**src/rtl/fetch_unit.sv**
```systemverilog
// rtl/fetch_unit.sv - instruction fetch sequencer: PC/MAR ownership, 1/2-byte fetch, issue handshake, redirect
module fetch_unit #(
   parameter int                    ADDR_WIDTH = 8,
   parameter int                    DATA_WIDTH = 8,
   parameter logic [ADDR_WIDTH-1:0] RESET_PC   = '0
) (
   input  logic                  clk,
   input  logic                  reset,
   output logic [ADDR_WIDTH-1:0] mem_addr,
   input  logic [DATA_WIDTH-1:0] mem_rdata,
   output logic                  instr_valid,
   input  logic                  instr_ready,
   output logic [DATA_WIDTH-1:0] instr_opcode,
   output logic [DATA_WIDTH-1:0] instr_operand,
   output logic [ADDR_WIDTH-1:0] instr_pc,
   input  logic                  redirect_valid,
   input  logic [ADDR_WIDTH-1:0] redirect_pc
);

   typedef enum logic [2:0] {
      S_ADDR_OP  = 3'd0,
      S_READ_OP  = 3'd1,
      S_ADDR_ARG = 3'd2,
      S_READ_ARG = 3'd3,
      S_ISSUE    = 3'd4
   } state_e;

   state_e                state_q, state_d;
   logic [ADDR_WIDTH-1:0] pc_q, pc_d;
   logic [ADDR_WIDTH-1:0] mar_q, mar_d;
   logic [DATA_WIDTH-1:0] ir_q, ir_d;
   logic [DATA_WIDTH-1:0] operand_q, operand_d;
   logic [ADDR_WIDTH-1:0] instr_pc_q, instr_pc_d;

   always_comb begin
      state_d    = state_q;
      pc_d       = pc_q;
      mar_d      = mar_q;
      ir_d       = ir_q;
      operand_d  = operand_q;
      instr_pc_d = instr_pc_q;

      case (state_q)
         S_ADDR_OP: begin
            mar_d      = pc_q;
            instr_pc_d = pc_q;
            state_d    = S_READ_OP;
         end
         S_READ_OP: begin
            ir_d = mem_rdata;
            pc_d = pc_q + 1'b1;
            if (mem_rdata[DATA_WIDTH-1]) begin
               state_d = S_ADDR_ARG;
            end else begin
               operand_d = '0;
               state_d   = S_ISSUE;
            end
         end
         S_ADDR_ARG: begin
            mar_d   = pc_q;
            state_d = S_READ_ARG;
         end
         S_READ_ARG: begin
            operand_d = mem_rdata;
            pc_d      = pc_q + 1'b1;
            state_d   = S_ISSUE;
         end
         S_ISSUE: begin
            if (instr_ready) begin
               state_d = S_ADDR_OP;
            end
         end
         default: state_d = S_ADDR_OP;
      endcase

      // Redirect wins over every state; a same-cycle handshake has already been taken by execute.
      if (redirect_valid) begin
         pc_d    = redirect_pc;
         state_d = S_ADDR_OP;
      end
   end

   always_ff @(posedge clk) begin
      if (reset) begin
         state_q    <= S_ADDR_OP;
         pc_q       <= RESET_PC;
         mar_q      <= '0;
         ir_q       <= '0;
         operand_q  <= '0;
         instr_pc_q <= '0;
      end else begin
         state_q    <= state_d;
         pc_q       <= pc_d;
         mar_q      <= mar_d;
         ir_q       <= ir_d;
         operand_q  <= operand_d;
         instr_pc_q <= instr_pc_d;
      end
   end

   assign mem_addr      = mar_q;
   assign instr_valid   = (state_q == S_ISSUE);
   assign instr_opcode  = ir_q;
   assign instr_operand = operand_q;
   assign instr_pc      = instr_pc_q;

endmodule
```
**config.mk**
```make
export PLATFORM = sky130hd
export DESIGN_NAME = fetch_unit
export DESIGN_NICKNAME = d
export VERILOG_FILES = /design/src/rtl/fetch_unit.sv
export SDC_FILE = /design/constraint.sdc
export NUM_CORES = 1
export LEC_CHECK = 0
export BUFFER_PORTS_ARGS = -buffer_cell sky130_fd_sc_hd__clkbuf_2
export CAP_MARGIN = 20
export CORE_MARGIN = 4
export CORE_UTILIZATION = 45
export CTS_CLUSTER_DIAMETER = 100
export CTS_CLUSTER_SIZE = 40
export DETAILED_ROUTE_END_ITERATION = 8
export PLACE_DENSITY = 0.81
export SETUP_SLACK_MARGIN = 0.3
export SYNTH_ARGS = -nofsm -noshare
export SYNTH_HDL_FRONTEND = slang
export SYNTH_SLANG_ARGS = --single-unit
export TNS_END_PERCENT = 30
```
**constraint.sdc**
```tcl
create_clock -name clk -period 1.25 [get_ports clk]
set_input_delay 0.0625 -clock clk [delete_from_list [all_inputs] [get_ports clk]]
set_output_delay 0.0625 -clock clk [all_outputs]
set_load 0.01 [all_outputs]
```
; ---- Yosys cells after proc, flatten, opt, wreduce, memory -nomap -nowiden
; Cells that the tools add are included.
; W data, S select, Z words.
[word_totals]
register_bits = 43
inputBits = 20
out_inout_bits = 33
wordCells = 27
[op_classes]
addsub = 1
n_eq_ne = 6
mux = 7
reduce_logical = 7
[ops]
columns = op, count
row1 = $mux W8, 3
row2 = $pmux W8 S2, 1
row3 = $pmux W3 S5, 1
row4 = $add A8 B1 Y8 const B, 1
row5 = $eq A3 B2 Y1 const B, 2
row6 = $mux W3, 2
row7 = $reduce_or A2 Y1, 3
row8 = $reduce_bool A2 Y1, 2
row9 = $eq A3 B1 Y1 const B, 1
row10 = $eq A3 B3 Y1 const B, 1
row11 = $logic_not A3 Y1, 1
row12 = $ne A2 B1 Y1 const B, 1
row13 = $ne A2 B2 Y1 const B, 1
row14 = $reduce_and A2 Y1, 1

; ---- Depth between registers and ports, before layout
[depth]
depth_word = 4
ltp_mapped = 6
depth_no_buf = 4

; ---- Worst setup path before layout
; No wires, ideal clock.
[synth_timing]
kind = flip-flop to flip-flop
startpoint = reg pc_q[0]
endpoint = reg pc_q[4]
setup_ns = 0.091
t_arrival_ns = 1.267
t_required_ns = 1.159
setup_slack_ns = -0.108
stages_incl_launch_ff = 5
n_path_buf = 0
period_less_slack_ns = 1.358
cell_sequence = dfxtp_1 ha_1 nand3b_4 or3_1 a311oi_1
[synth_between]
elab_chain_cells = 3
[synth_rtl]
columns = item, line
row1 = start: declaration, 29  ; logic [ADDR_WIDTH-1:0] pc_q, pc_d;
row2 = start signal: assignment, 93  ; pc_q <= pc_d;
row3 = $add A8 B1 Y8, "51, 65"
row4 = $mux W8, n/a
row5 = $mux W8, 77  ; if (redirect_valid) begin
; Every way passes these cells. The select of a mux whose other input is x is not followed.
; A chain may end at the register's enable or synchronous reset.

; ---- Worst setup path after layout
[layout_timing]
startpoint = reg state_q[0]
endpoint = reg pc_q[6]
[layout_between]
elab_chain_cells = 3
word_cells_on_any_way = 4
classes_between = eq/ne: 2 / reduce/logical: 2
[layout_rtl]
columns = item, line
row1 = start: declaration, 28  ; state_e state_q, state_d;
row2 = start signal: assignment, 92  ; state_q <= state_d;
row3 = $eq A3 B1 Y1 / $eq A3 B2 Y1 (equally long branches), 43  ; case (state_q)
row4 = $reduce_or A2 Y1 (no line) *, n/a
row5 = $reduce_bool A2 Y1 (no line) *, n/a
; Mark *: on every way between the ends. The rest lies on a longest branch, timed or not.

==> impl_metrics.csv <==
group,metric,value,unit
floorplanning,die_h,70.7,um
worst_setup_path,worstPathArrival,1510,ps
finish,antenna_cells,0,
clock_tree,insertion_delay,310,ps
worst_hold_path,worstHoldStart,"mem_rdata[2]",
worst_setup_path,r2r_slack,-50,ps
yosys,ys_seq_area_frac,0.487,
clock_tree,clk_pin_slew_worst_paths,80,ps
worst_hold_path,hold_path_depth,3,
floorplanning,rows,22,
worst_hold_path,min_to,"instr_opcode[2]",
worst_hold_path,hp-class,"input pin to flop",
worst_setup_path,crit_fanout,5,
floorplanning,coreArea,3740,um2
drt,drt_iter0_drc,233,
placed_design,io_buffer_count,52,
finish,syn2layout_area_growth,53.6,%
timing,period_needed,1300,ps
timing,hold_viol,3,
yosys,syn_area,1770,um2
placed_design,post-place-ws,-53.0,ps
yosys,ys_warn_count,0,
yosys,netlist-cell-type-count,41,
clock_tree,clockBufferDepth,2,
drt,drtAntennaViolNets,0,
global_routing,grt_max_degree,44,
drt,post_drt_wl_per_cell,17.5,um
floorplanning,io_pins,53,
yosys,synth_nets,231,
floorplanning,die_w,70.7,um
finish,fillers,280,
worst_setup_path,cp-start-kind,"flop",
worst_setup_path,r2r_end,"pc_q[6]",
finish,drive_above_1_share,0.546,
timing,holdWs,-14.5,ps
global_routing,antenna_found_initial,0,
power_and_ir_drop,ir_worst_vdd,916,uV
yosys,synth_seq_cells,43,
timing,finalCritPeriodShare,1.04,
timing,fin_skew,6.66,ps
job,max-cap-violations,0,
worst_setup_path,critPathRequiredTime,1460,ps
global_routing,overflow,0,
timing,rsz0062_at_grt,"true",
finish,finish.utilization,0.726,
clock_tree,clockRootBuffer,"clkbuf_8",
timing,slew_headroom,0.682,
timing,final.setup.worst_slack,-50.0,ps
timing,max_freq,769,MHz
global_routing,grt_pass1_wl,8.51,mm
floorplanning,initial_core_util,0.473,
timing,worst_pin_slew,477,ps
clock_tree,clock-sinks,43,
power_and_ir_drop,p_total,2930,uW
worst_setup_path,endpoint_kind,"flop",
global_routing,grt_pass1_vias,1812,
worst_setup_path,r2r_cells,4,
worst_setup_path,crit_type,"flop to flop",
yosys,synth_cells,210,
timing,finalSetupViolations,7,
drt,dr.pass1.iters,4,
drt,num_vias,1890,
finish,multiInputGateArea,1080,um2
global_routing,track_usage,0.212,
run_status,violations,"hold timing, setup timing",
placed_design,place_congestion,0.772,
power_and_ir_drop,cellPowerDensity,1080,nW/um2
floorplanning,die-area,5000,um2
drt,viasPerCell,5.58,
drt,drc_errors,0,
timing,slew_viol_final,0,
clock_tree,numCtsBuffers,5,
finish,regArea,893,um2
worst_setup_path,reg2reg_from,"state_q[0]",
placed_design,dp.cells,313,
finish,final_cells,339,
drt,drt-total-wl,5.93,mm
clock_tree,htreeDepth,2,
yosys,synth_area_per_cell,8.42,um2
run_status,status,"finished with violations",
power_and_ir_drop,p_leak,0.00116,uW
placed_design,dp_hpwl,2.95,mm
finish,nNetsFinal,312,
clock_tree,cts_tree,"built",
## critical path, stage by stage (launching register included)
cell and delay, ps:
dfxtp_4 390, buf_4 120, nand3b_4 80, or3_4 340
a311oi_2 270
## power breakdown
group | switching (uW) | internal, uW | total (uW)
combinational | 279 | 242 | 521
sequential | 59.9 | 1430 | 1490
clock | 491 | 434 | 925
## metrics by stage
stage | TNS, ps | instance area (um2)
2_1_floorplan | 0 | 1820
6_report | -164 | 2720
5_1_grt | -1020 | 2720
4_1_cts | -22.4 | 2530
3_3_place_gp | -41.9 | 2200
3_5_place_dp | -321 | 2200
## cells in the final DEF (no fill, tap or decap), drive strengths merged, types with 2 or more instances in the layout
| cell | Yosys | routed |
|---|---|---|
| nand2 | 41 | 41 |
| nand3 | 2 | 2 |
| nand2b | 2 | 2 |
| or2 | 2 | 4 |
| nor3b | 3 | 3 |
| dfxtp | 43 | 43 |
| a311oi | 2 | 2 |
| a21oi | 31 | 31 |
| or3 | 3 | 3 |
| a211oi | 3 | 3 |
| clkbuf | 8 | 58 |
| inv | 4 | 4 |
| buf | 7 | 34 |
| a31oi | 2 | 2 |
| nor2 | 8 | 8 |
| o21ai | 27 | 27 |
| nor3 | 3 | 3 |
## cells by family after synthesis
logic type               synth area share
flip-flops                          0.487
buffers and inverters              0.0481
adder cells (fa/ha/maj)           0.00707
XOR/XNOR                          0.00990
AND/OR/NAND/NOR                     0.214
multiplexers                       0.0120
AO/OA/AOI/OAI                       0.223
## flip-flops by register name, indices dropped and copies added, names as in the netlist
name,count
mem_addr,8
instr_operand,8
state_q,3
instr_pc,8
instr_opcode,8
pc_q,8
## layout make-up
| type | instances | area share |
|---|---|---|
| well taps | 48 | 0.0221 |
| flip-flops and latches | 43 | 0.329 |
| clock inverters | 1 | 0.00184 |
| clock buffers | 6 | 0.0304 |
| repair buffers | 87 | 0.213 |
| inverters | 4 | 0.00552 |
| multi-input cells | 150 | 0.398 |
## per-layer routing
| layer | up-vias | track usage | part of all wire |
|---|---|---|---|
| li1 | 899 | - | - |
| met1 | 887 | 0.270 | 0.40 |
| met2 | 82 | 0.334 | 0.50 |
| met3 | 22 | 0.0625 | 0.067 |
| met4 | 0 | 0.0877 | 0.032 |
| met5 | - | 0 | 0 |
## Yosys cell counts
cell,count,share of area
dfxtp_1,43,0.49
nand2_1,41,0.087
a21oi_1,31,0.088
o21ai_0,27,0.076
clkbuf_1,8,0.017
nor2_1,8,0.017
inv_1,4,0.0085
a211oi_1,3,0.013
buf_4,3,0.013
or3_1,3,0.011
a311oi_1,2,0.0099
a31oi_1,2,0.0071
buf_1,2,0.0042
buf_2,2,0.0057
nand2b_1,2,0.0071
nand3_1,2,0.0057
nor3_1,2,0.0057
nor3b_1,2,0.0085
a221oi_1,1,0.0050
and2_1,1,0.0035
and3b_1,1,0.0050
ha_1,1,0.0071
mux2_2,1,0.0064
mux2i_1,1,0.0057
nand3b_4,1,0.011
nand4_2,1,0.0071
nand4b_4,1,0.013
nor2b_1,1,0.0035
nor3_2,1,0.0057
nor3b_2,1,0.0071
nor4_1,1,0.0035
nor4b_1,1,0.0050
o211ai_1,1,0.0042
o21bai_1,1,0.0042
o221ai_1,1,0.0050
o2bb2ai_1,1,0.0050
o31a_2,1,0.0057
or2_1,1,0.0035
or2_2,1,0.0035
xnor2_1,1,0.0050
xor2_1,1,0.0050
## how the worst max path moves through the flow
stage,start,end,slack [ps],cells after the start
after floorplan,pc_q[0],pc_q[4],40,4
after global placement,pc_q[3],pc_q[6],-20,3
after detailed placement,state_q[0],instr_pc[5],-50,3
after CTS,pc_q[0],pc_q[6],-10,4
after global routing,state_q[0],pc_q[6],-80,4
final,state_q[0],pc_q[6],-50,4
## repair_timing
action,in CTS,in global routing
hold endpoints to repair,1,0
gates cloned,3,0
hold buffers,1,0
setup endpoints to repair,44,45
resized for setup,60,32
pin swaps,49,29
buffers inserted,9,6
Power figures use the tool's default switching activity.
